--- config.mk ---
export PLATFORM = sky130hd
export DESIGN_NAME = ssd_share_arbiter
export DESIGN_NICKNAME = d
export VERILOG_FILES = /design/src/rtl/ssd_share_arbiter.sv
export SDC_FILE = /design/constraint.sdc
export NUM_CORES = 1
export LEC_CHECK = 0
export BUFFER_PORTS_ARGS = -buffer_cell sky130_fd_sc_hd__buf_2
export CAP_MARGIN = 25
export CORE_MARGIN = 2
export CORE_UTILIZATION = 53
export DETAILED_ROUTE_END_ITERATION = 8
export PLACE_DENSITY_LB_ADDON = 0.2
export SLEW_MARGIN = 40
export SYNTH_ARGS = -nofsm -noshare
export SYNTH_HDL_FRONTEND = slang
export SYNTH_SLANG_ARGS = --single-unit
--- constraint.sdc ---
create_clock -name x1 -period 3 [get_ports x1]
set_clock_uncertainty 0.05 [all_clocks]
set_input_delay 0.15 -clock x1 [delete_from_list [all_inputs] [get_ports x1]]
set_output_delay 0.15 -clock x1 [all_outputs]
set_load 0.05 [all_outputs]
--- src/rtl/ssd_share_arbiter.sv ---
// ssd_share_arbiter: two requesters share one 4-digit multiplexed 7-segment display with dwell-based fairness.
// Define SSD_LEADING_ZERO_BLANK_EN to blank digits above the most significant non-zero nibble.
module ssd_share_arbiter #(
    parameter int SCAN_DIV = 1250,
    parameter int DWELL    = 64
) (
    input  logic        x1,
    input  logic        rstN,
    input  logic        reqA,
    input  logic [15:0] dataA,
    input  logic        reqB,
    input  logic [15:0] dataB,
    output logic        gntA,
    output logic        gntB,
    output logic [3:0]  anodes,
    output logic [7:0]  SSD
);
    localparam int DW = $clog2(SCAN_DIV > 1 ? SCAN_DIV : 2);
    localparam int WW = $clog2(DWELL + 2);
    localparam logic [7:0] SEG [16] = '{
        8'hC0, 8'hF9, 8'hA4, 8'hB0, 8'h99, 8'h92, 8'h82, 8'hF8,
        8'h80, 8'h90, 8'h88, 8'h83, 8'hC6, 8'hA1, 8'h86, 8'h8E
    };

    typedef enum logic [1:0] {IDLE, OWN_A, OWN_B} state_t;

    state_t        state, state_nx;
    logic [DW-1:0] div_cnt;
    logic [1:0]    digit;
    logic [WW-1:0] dwell;
    logic          last_b;
    logic          tick, frame_end, dwell_met, clear;
    logic [15:0]   data;
    logic [3:0]    nib;
    logic          lead_zero, shown;

    assign tick      = div_cnt == DW'(SCAN_DIV - 1);
    assign frame_end = tick && digit == 2'd3;
    // counts the frame ending this cycle, so the hand-over lands on the DWELL-th frame end
    assign dwell_met = int'(dwell) + 1 >= DWELL;

    always_comb begin
        state_nx = state;
        case (state)
            IDLE:    state_nx = (reqA && (!reqB || last_b)) ? OWN_A : reqB ? OWN_B : IDLE;
            OWN_A:   state_nx = !reqA ? (reqB ? OWN_B : IDLE) : (reqB && frame_end && dwell_met) ? OWN_B : OWN_A;
            OWN_B:   state_nx = !reqB ? (reqA ? OWN_A : IDLE) : (reqA && frame_end && dwell_met) ? OWN_A : OWN_B;
            default: state_nx = IDLE;
        endcase
    end

    assign clear = state_nx != state || state == IDLE;
    assign gntA  = state == OWN_A;
    assign gntB  = state == OWN_B;
    assign data  = state == OWN_B ? dataB : dataA;
    assign nib   = data[{digit, 2'b00} +: 4];

`ifdef SSD_LEADING_ZERO_BLANK_EN
    assign lead_zero = digit == 2'd3 ? data[15:12] == 4'h0 :
                       digit == 2'd2 ? data[15:8] == 8'h0 :
                       digit == 2'd1 ? data[15:4] == 12'h0 : 1'b0;
`else
    assign lead_zero = 1'b0;
`endif

    assign shown = state != IDLE && !lead_zero;

    always_ff @(posedge x1 or negedge rstN) begin
        if (!rstN) begin
            state   <= IDLE;
            div_cnt <= '0;
            digit   <= '0;
            dwell   <= '0;
            last_b  <= 1'b1;
            anodes  <= 4'hF;
            SSD     <= 8'hFF;
        end else begin
            state <= state_nx;
            if (clear) begin
                div_cnt <= '0;
                digit   <= '0;
                dwell   <= '0;
            end else begin
                div_cnt <= tick ? '0 : div_cnt + 1'b1;
                if (tick) digit <= digit + 2'd1;
                if (frame_end && int'(dwell) < DWELL) dwell <= dwell + 1'b1;
            end
            if (state_nx != state && state_nx != IDLE) last_b <= state_nx == OWN_B;
            anodes <= shown ? ~(4'b0001 << digit) : 4'hF;
            SSD    <= shown ? SEG[nib] : 8'hFF;
        end
    end
endmodule

Word level (Yosys, flattened, before mapping). Memories as Yosys holds them, arrays and structs flattened. Index checks and enable logic that the tools add are counted.

Memories kept: 1. Output and inout port bits: 14. Register bits: 35. Input bits: 36. ROM bits: 128. Logic and storage cells: 60.

Memories: (no name shown) (words 16, width 8, rd ports 1, clocked after Yosys merged registers in 0, wr ports 0, line 90) `SSD <= shown ? SEG[nib] : 8'hFF;`.

$lt $le $gt $ge: 3. Shift-type cells: 2. Multiplexer cells: 19. Bitwise operators: 2. Equal/unequal tests: 6. $add $sub $neg: 4. Reductions and logical operators: 16.

Operator list (number): $mux W8 (3); $mux W11 (2); $mux W16 (1); $mux W2 (8); $shiftx A16 B5 Y4 (1); $mux W7 (2); $add A11 B1 Y11 const B (1); $eq A11 B11 Y1 const B (1); $add A7 B1 Y8 const B (1); $ge A8 B7 Y1 const B (1); $logic_and A1 B1 Y1 (8); $reduce_bool A2 Y1 (4); $add A7 B1 Y7 const B (1); $lt A7 B7 Y1 const B (1); $eq A2 B2 Y1 const B (3); $pmux W2 S3 (1); $ge A5 B5 Y1 const B (1); $not A4 Y5 (1); $mux W4 (1); $not A4 Y4 (1); $shl A1 B2 Y4 const A (1); $add A2 B1 Y2 const B (1); $eq A2 B1 Y1 const B (1); $logic_not A2 Y1 (1); 4 further kinds (5).

Longest topological paths before layout. Gate-level depths: netlist of run 1.

Word-level depth: 10. Mapped depth: 10. Gate-level depth less buffers: 10.

Worst setup path after synthesis of run 1. OpenSTA, ideal clock, no wires.

Kind: reg-to-reg. From: register state[0]. To: register SSD[3]. Cell stages (with the launch flop): 11. Required time: 2.861 ns. Setup time: 0.089 ns. Setup slack: 0.581 ns. Data arrival time: 2.280 ns. Cells stage by stage: dfrtp_1 > nand2b_4 > inv_4 > mux4_2 > mux2i_1 > inv_1 > ha_1 > inv_1 > nor2_1 > a211oi_1 > o21ai_1.

Cells in the longest elaborated chain, start to end: 8.

RTL lines: start: declaration (line 27) `state_t state, state_nx;`; start signal: assignment (line 78) `state <= state_nx;`; $eq A2 B2 Y1; via gntB (line 14) `output logic gntB,`; $mux W16 (line 55) `assign data = state == OWN_B ? dataB : dataA;`; $shiftx A16 B5 Y4 (line 56) `assign nib = data[{digit, 2'b00} +: 4];`; $not A4 Y5 (not written as such) (line 90); $mem_v2 Z16 W8; $mux W8 (not written as such) (2 in series) (line 90); $mux W8 (line 90); end signal: assignment (line 90); end: declaration (line 16) `output logic [7:0] SSD`.

The timed path passes the listed nets, and every way through them passes these cells. The select of a mux whose other input is x is not followed. A chain may end at the register's enable or synchronous reset.

Final worst setup path of run 1.
From: register state[0]. To: register SSD[3].

Cells in the longest elaborated chain, start to end: 8.

RTL lines (line): $eq A2 B2 Y1 (55); $mux W16 (55); $shiftx A16 B5 Y4 (56); $not A4 Y5 (not written as such) (90); $mem_v2 Z16 W8; $mux W8 (not written as such) (2 in series) (90); $mux W8 (*) (90).

Every way passes the cells marked *; elsewhere a longest branch is shown, timed or not. The select of a mux whose other input is x is not followed.

==> results.toml, run 1 <==
[logic_synthesis]
synth_compound_area_frac = 0.100
synth.avg_cell_area_sq_um = 10.2
synth_common_cells = "nor2_1, dfrtp_1, nand2_1, ha_1, dfstp_2"
syn_area_sq_um = 2110
yosysWarnings = 0
synthSimpleGateAreaFrac = 0.193
synth.most_common_cell = "nor2_1"
ys_ff_latch = 34
synth_fa_ha_area_frac = 0.0831
synth_largest_area_cell = "dfrtp_1"
synth_cell_types = 47
synth-edff-count = 0
ys.flop_type = "dfrtp_1"
syn-num-nets = 257
synthXorXnorAreaFrac = 0.0623
synth_top_area_share = 0.261
yosysSeqAreaShare = 0.411
yosys-mux-area-fraction = 0.104
synth_top_family_by_area = "simple AND/OR/NAND/NOR gates"
synthTopCellsByArea = "dfrtp_1, dfstp_2, ha_1, mux4_2, nor2_1"
synth-async-reset-ratio = 1.00
syn_inst = 207

[routing]
routed_wl_um = 4410
drtIter0Drc = 140
drtPass1Iterations = 4
drcViolationCount = 0
via_count = 1667
top_layer = "met4"
viasPerCell = 5.41
antenna_left = 0
avgRoutedWirePerCell_um = 14.3
met2_length_um = 2170
wl_met3_um = 207
drt-met1-wl_um = 2000

[min_path]
whs_path_depth = 2
hold_path.class = "in2reg"
holdCritStartpoint = "reqA"
min_to = "last_b"

[final_layout]
fin_util = 0.668
nets = 309
drive_gt1_frac = 0.331
diodes = 0
syn2layout_area_growth_pct = 18.6

[setup_path]
cp_max_fo = 12
cp-start-kind = "flop"
critical_path.endpoint_type = "flop"
worst-setup-path-type = "reg2reg"
reg2reg_to = "SSD[3]"
cp_data_arrival_time_ps = 2790
crit_required_ps = 3150
cp_slowest_cell = "mux4_2"
r2r-start = "state[0]"
startpoint = "state[0]"
r2r_slack_ps = 360
crit_chain = "nand2b_4 > inv_4 > mux4_2 > mux2i_2 > inv_1 > ha_1 > inv_1 > nor2_1 > a211oi_1 > o21ai_1"
max_stage_delay_ps = 520
path_common_cell = "inv_1"
reg2reg_depth = 10

[clock_network]
postCtsSetupBuffers = 0
h-tree-depth = 2
root_buffer = "clkbuf_8"
cts_num_sinks = 34
clock_path_buffers = 2
clkSlewWorstSetupHoldPaths_ps = 80
cts_tree = "yes"
postCtsResizedCells = 0
clk_latency_ps = 300
cts_buffers = 5

[floorplan]
core_area_sq_um = 3740
start_util = 0.563
dieWidth_um = 67.1
io_pins = 50
dieArea_sq_um = 4500
rows = 22
chipHeight_um = 67.1

[placement]
routabilityCongestion = 0.861
portBuffers = 48
dpl_worst_slack_ps = 382
dpl.hpwl_um = 3290

[global_route]
antenna_found_initial = 0
grt_max_degree = 35
grt_pass1_vias = 1601
grt.total_usage = 0.215
grt_pass1_wl_um = 7170
grt_overflow = 0

[timing]
rsz0062_at_grt = "false"
setup_ws_ps = 364
timing.slew.headroom = 0.623
fmax_ghz = 0.379
finalHoldViolations = 0
setup_viol = 0
slew_viol_final = 0
period_minus_slack_ps = 2640
finalCritPeriodShare = 0.879
tightest_slew_ps = 550
tns_ps = 0
whs_ps = 23.7

[pwr]
powerDensity_nw_per_um2 = 518
totalPowerFinal_mw = 1.30
static-leakage-power_nw = 1.18
peakVddDrop_uv = 272

[status]
status = "finished, final reports clean"

[job]
maxCapViolCount = 0
through the flow:
stage	area, sq um	instances
floorplan	2110	207
global placement	2380	298
detailed placement	2380	298
CTS	2470	307
global route	2500	308
finish	2500	308
flip-flops by register name (all words and copies together), names as in the netlist:
| signal | flops |
|---|---|
| SSD | 7 |
| div_cnt | 11 |
| digit | 2 |
| last_b | 1 |
| dwell | 7 |
| anodes | 4 |
| state | 2 |
layout by cell type (no fill, tap or decap), types with 2 or more instances in the layout:
cell	netlist	final
nand4_1	2	2
inv_1	8	8
dfstp_2	12	12
a21oi_1	10	10
mux4_2	6	6
buf_2	4	48
a22o_1	2	2
xnor2_1	8	8
mux2i_1	6	6
and3_1	6	6
a2111oi_0	4	4
o21ai_1	2	2
nor2_1	29	29
buf_4	1	3
o21ai_0	3	3
dfrtp_1	22	22
ha_1	14	14
a211oi_1	2	2
nand2_1	21	21
nand3_1	6	6
clkbuf_8	0	5
a31oi_1	2	2
nor3_1	3	3
xor2_1	7	7
and3b_1	3	3
per-layer routing:
layer  global-route usage  up-vias
met3               0.0557        5
met1                0.289      782
li1                     -      830
met5                    0        -
met2                0.347       50
met4               0.0510        0
report_power, final:
part	switching, mW	internal, mW
Clock	0.174	0.159
Sequential	0.0325	0.521
Combinational	0.267	0.142
Total	0.474	0.822
cell families (layout without fill, tap and decap cells):
family | Yosys count | in the layout
XOR/XNOR | 15 | 15
other | 1 | 1
flip-flops | 34 | 34
AO/OA/AOI/OAI | 31 | 31
buffers and inverters | 18 | 71
AND/OR/NAND/NOR | 80 | 80
adder cells (fa/ha/maj) | 14 | 14
multiplexers | 14 | 14
worst max-delay path: cells and delay by family (launching register included):
family	cells	cell delay, ps
AOI/OAI and AO/OA	2	280
adders and majority gates	1	210
buffers and inverters	3	360
DFF	1	490
muxes	2	880
and+or+nand+nor	2	270
cell type report:
cell class,instances,area [sq um]
clock buffer,5,68.8
tap,48,60.1
sequential,34,866
inverter,10,40.0
clock inverter,3,16.3
multi-input combinational,155,1150
fill,309,1240
timing repair buffer,53,300
how the worst max path moves through the flow:
stage,endpoint,slack [ps],depth (start not counted)
finish,SSD[3],360,10
global placement,SSD[3],490,10
detailed placement,SSD[3],380,10
floorplan,SSD[3],580,10
CTS,SSD[2],360,8
global route,SSD[3],100,10
repair_timing:
| item | CTS | global route |
|---|---|---|
| endpoints found under the hold margin | 22 | 0 |
| setup endpoints to repair | 0 | 0 |
| hold buffers | 1 | 0 |
(Power assumes the default switching activity.)
==> run 2, diff against run 1 <==
--- a/config.mk
+++ b/config.mk
@@ -10,6 +10,7 @@
 export CORE_MARGIN = 2
 export CORE_UTILIZATION = 53
 export DETAILED_ROUTE_END_ITERATION = 8
+export HOLD_SLACK_MARGIN = 0.08
 export PLACE_DENSITY_LB_ADDON = 0.2
 export SLEW_MARGIN = 40
 export SYNTH_ARGS = -nofsm -noshare
==> results.toml, run 2 (same netlist as run 1, synthesis figures left out) <==
[placement]
routabilityCongestion = 0.861
portBuffers = 48
dpl.hpwl_um = 3290
dp.cells = 298
placed_area_sq_um = 2380

[routing]
drtIter0Drc = 110
antenna_left = 0
drcViolationCount = 0
viasPerCell = 5.39
via_count = 1670
avgRoutedWirePerCell_um = 14.2
drtPass1Iterations = 4
routed_wl_um = 4420

[pwr]
power.net_switching_mw = 0.475
peakVddDrop_uv = 272
static-leakage-power_nw = 1.19
power_switching_share = 0.366
power_frac_comb = 0.317
clkPwrFrac = 0.257
totalPowerFinal_mw = 1.30
seqPwrFrac = 0.426
internal_power_mw = 0.824
powerDensity_nw_per_um2 = 515

[clock_network]
hold_buffers = 3
cts_buffers = 5
cts_num_sinks = 34
clkSlewWorstSetupHoldPaths_ps = 80
postCtsSetupBuffers = 0
root_buffer = "clkbuf_8"
cts_tree = "yes"
h-tree-depth = 2
postCtsResizedCells = 0
clk_latency_ps = 300
clock_path_buffers = 2

[global_route]
grt_overflow = 0
grt_max_degree = 35
grt_pass1_wl_um = 7220
grt_pass1_vias = 1619
antenna_found_initial = 0
grt.total_usage = 0.216

[timing]
slew_viol_final = 0
tns_ps = 0
rsz0062_at_grt = "false"
setup_viol = 0
finalHoldViolations = 0
fmax_ghz = 0.380
timing.slew.headroom = 0.631
period_minus_slack_ps = 2630
tightest_slew_ps = 539
finalCritPeriodShare = 0.878
whs_ps = 253

[final_layout]
largest_register_ff_count = 11
final_cell_mix = "buf_2, nor2_1, dfrtp_1"
diodes = 0
syn2layout_area_growth_pct = 19.5
layout_commonest_cell = "buf_2"
regMostFlops = "div_cnt"
instances_no_fill = 310
drive_gt1_frac = 0.328
nets = 311
stdcell_area_sq_um = 2520
largestRegisters = "div_cnt x11, SSD x7, dwell x7"

[floorplan]
rows = 22
chipHeight_um = 67.1
dieWidth_um = 67.1
io_pins = 50
dieArea_sq_um = 4500
core_area_sq_um = 3740
start_util = 0.563

[setup_path]
critical_path.endpoint_type = "flop"
path_common_cell = "inv_1"
max_stage_delay_ps = 520
cp_slowest_cell = "mux4_2"
cp-start-kind = "flop"
cp_max_fo = 12
cp_data_arrival_time_ps = 2790
r2r_slack_ps = 370
worst-setup-path-type = "reg2reg"
critPathBufInv = 3
crit_chain = "nand2b_4 > inv_4 > mux4_2 > mux2i_2 > inv_1 > ha_1 > inv_1 > nor2_1 > a211oi_1 > o21ai_1"
crit_required_ps = 3150
cp_top_family = "multiplexers"

[min_path]
hold_path.class = "in2async"

[job]
maxCapViolCount = 0

[status]
status = "finished, final reports clean"
-- run 2: final timing paths --
path	cells past startpoint	to	from
worst min-delay path	2	digit[1]	rstN
worst min register to register	1	div_cnt[0]	div_cnt[0]
worst max register to register	10	SSD[3]	state[0]
max in group asynchronous	3	last_b	rstN
min in group x1	1	div_cnt[0]	div_cnt[0]
worst max-delay path	10	SSD[3]	state[0]
-- run 2: power by group through the flow --
| stage | Sequential [mW] | Combinational, mW | Clock (mW) |
|---|---|---|---|
| after floorplan | 0.648 | 0.226 | 0 |
| after global placement | 0.559 | 0.400 | 0 |
| after detailed placement | 0.562 | 0.405 | 0 |
| after CTS | 0.554 | 0.410 | 0.338 |
| after global routing | 0.561 | 0.450 | 0.358 |
| final | 0.553 | 0.412 | 0.334 |
-- run 2: stage by stage --
step	util	setup slack, ps
final	0.673	366
after global routing	0.673	104
after CTS	0.666	359
after detailed placement	0.635	382
after global placement	0.635	489
after floorplan	-	581
-- run 2: area by class of cell --
| type | instances | area [sq um] |
|---|---|---|
| clock inverter | 3 | 16.3 |
| timing repair buffer | 55 | 320 |
| fill | 307 | 1220 |
| inverter | 10 | 40.0 |
| sequential | 34 | 866 |
| clock buffer | 5 | 68.8 |
| multi-input combinational | 155 | 1150 |
| tap | 48 | 60.1 |
-- run 2: layer usage --
metal  GRT usage  share of wire  vias up
met1       0.289           0.46      789
met4      0.0510         0.0079        0
met2       0.351           0.49       42
met5           0              0        -
met3      0.0557          0.045        5
li1            -              -      834
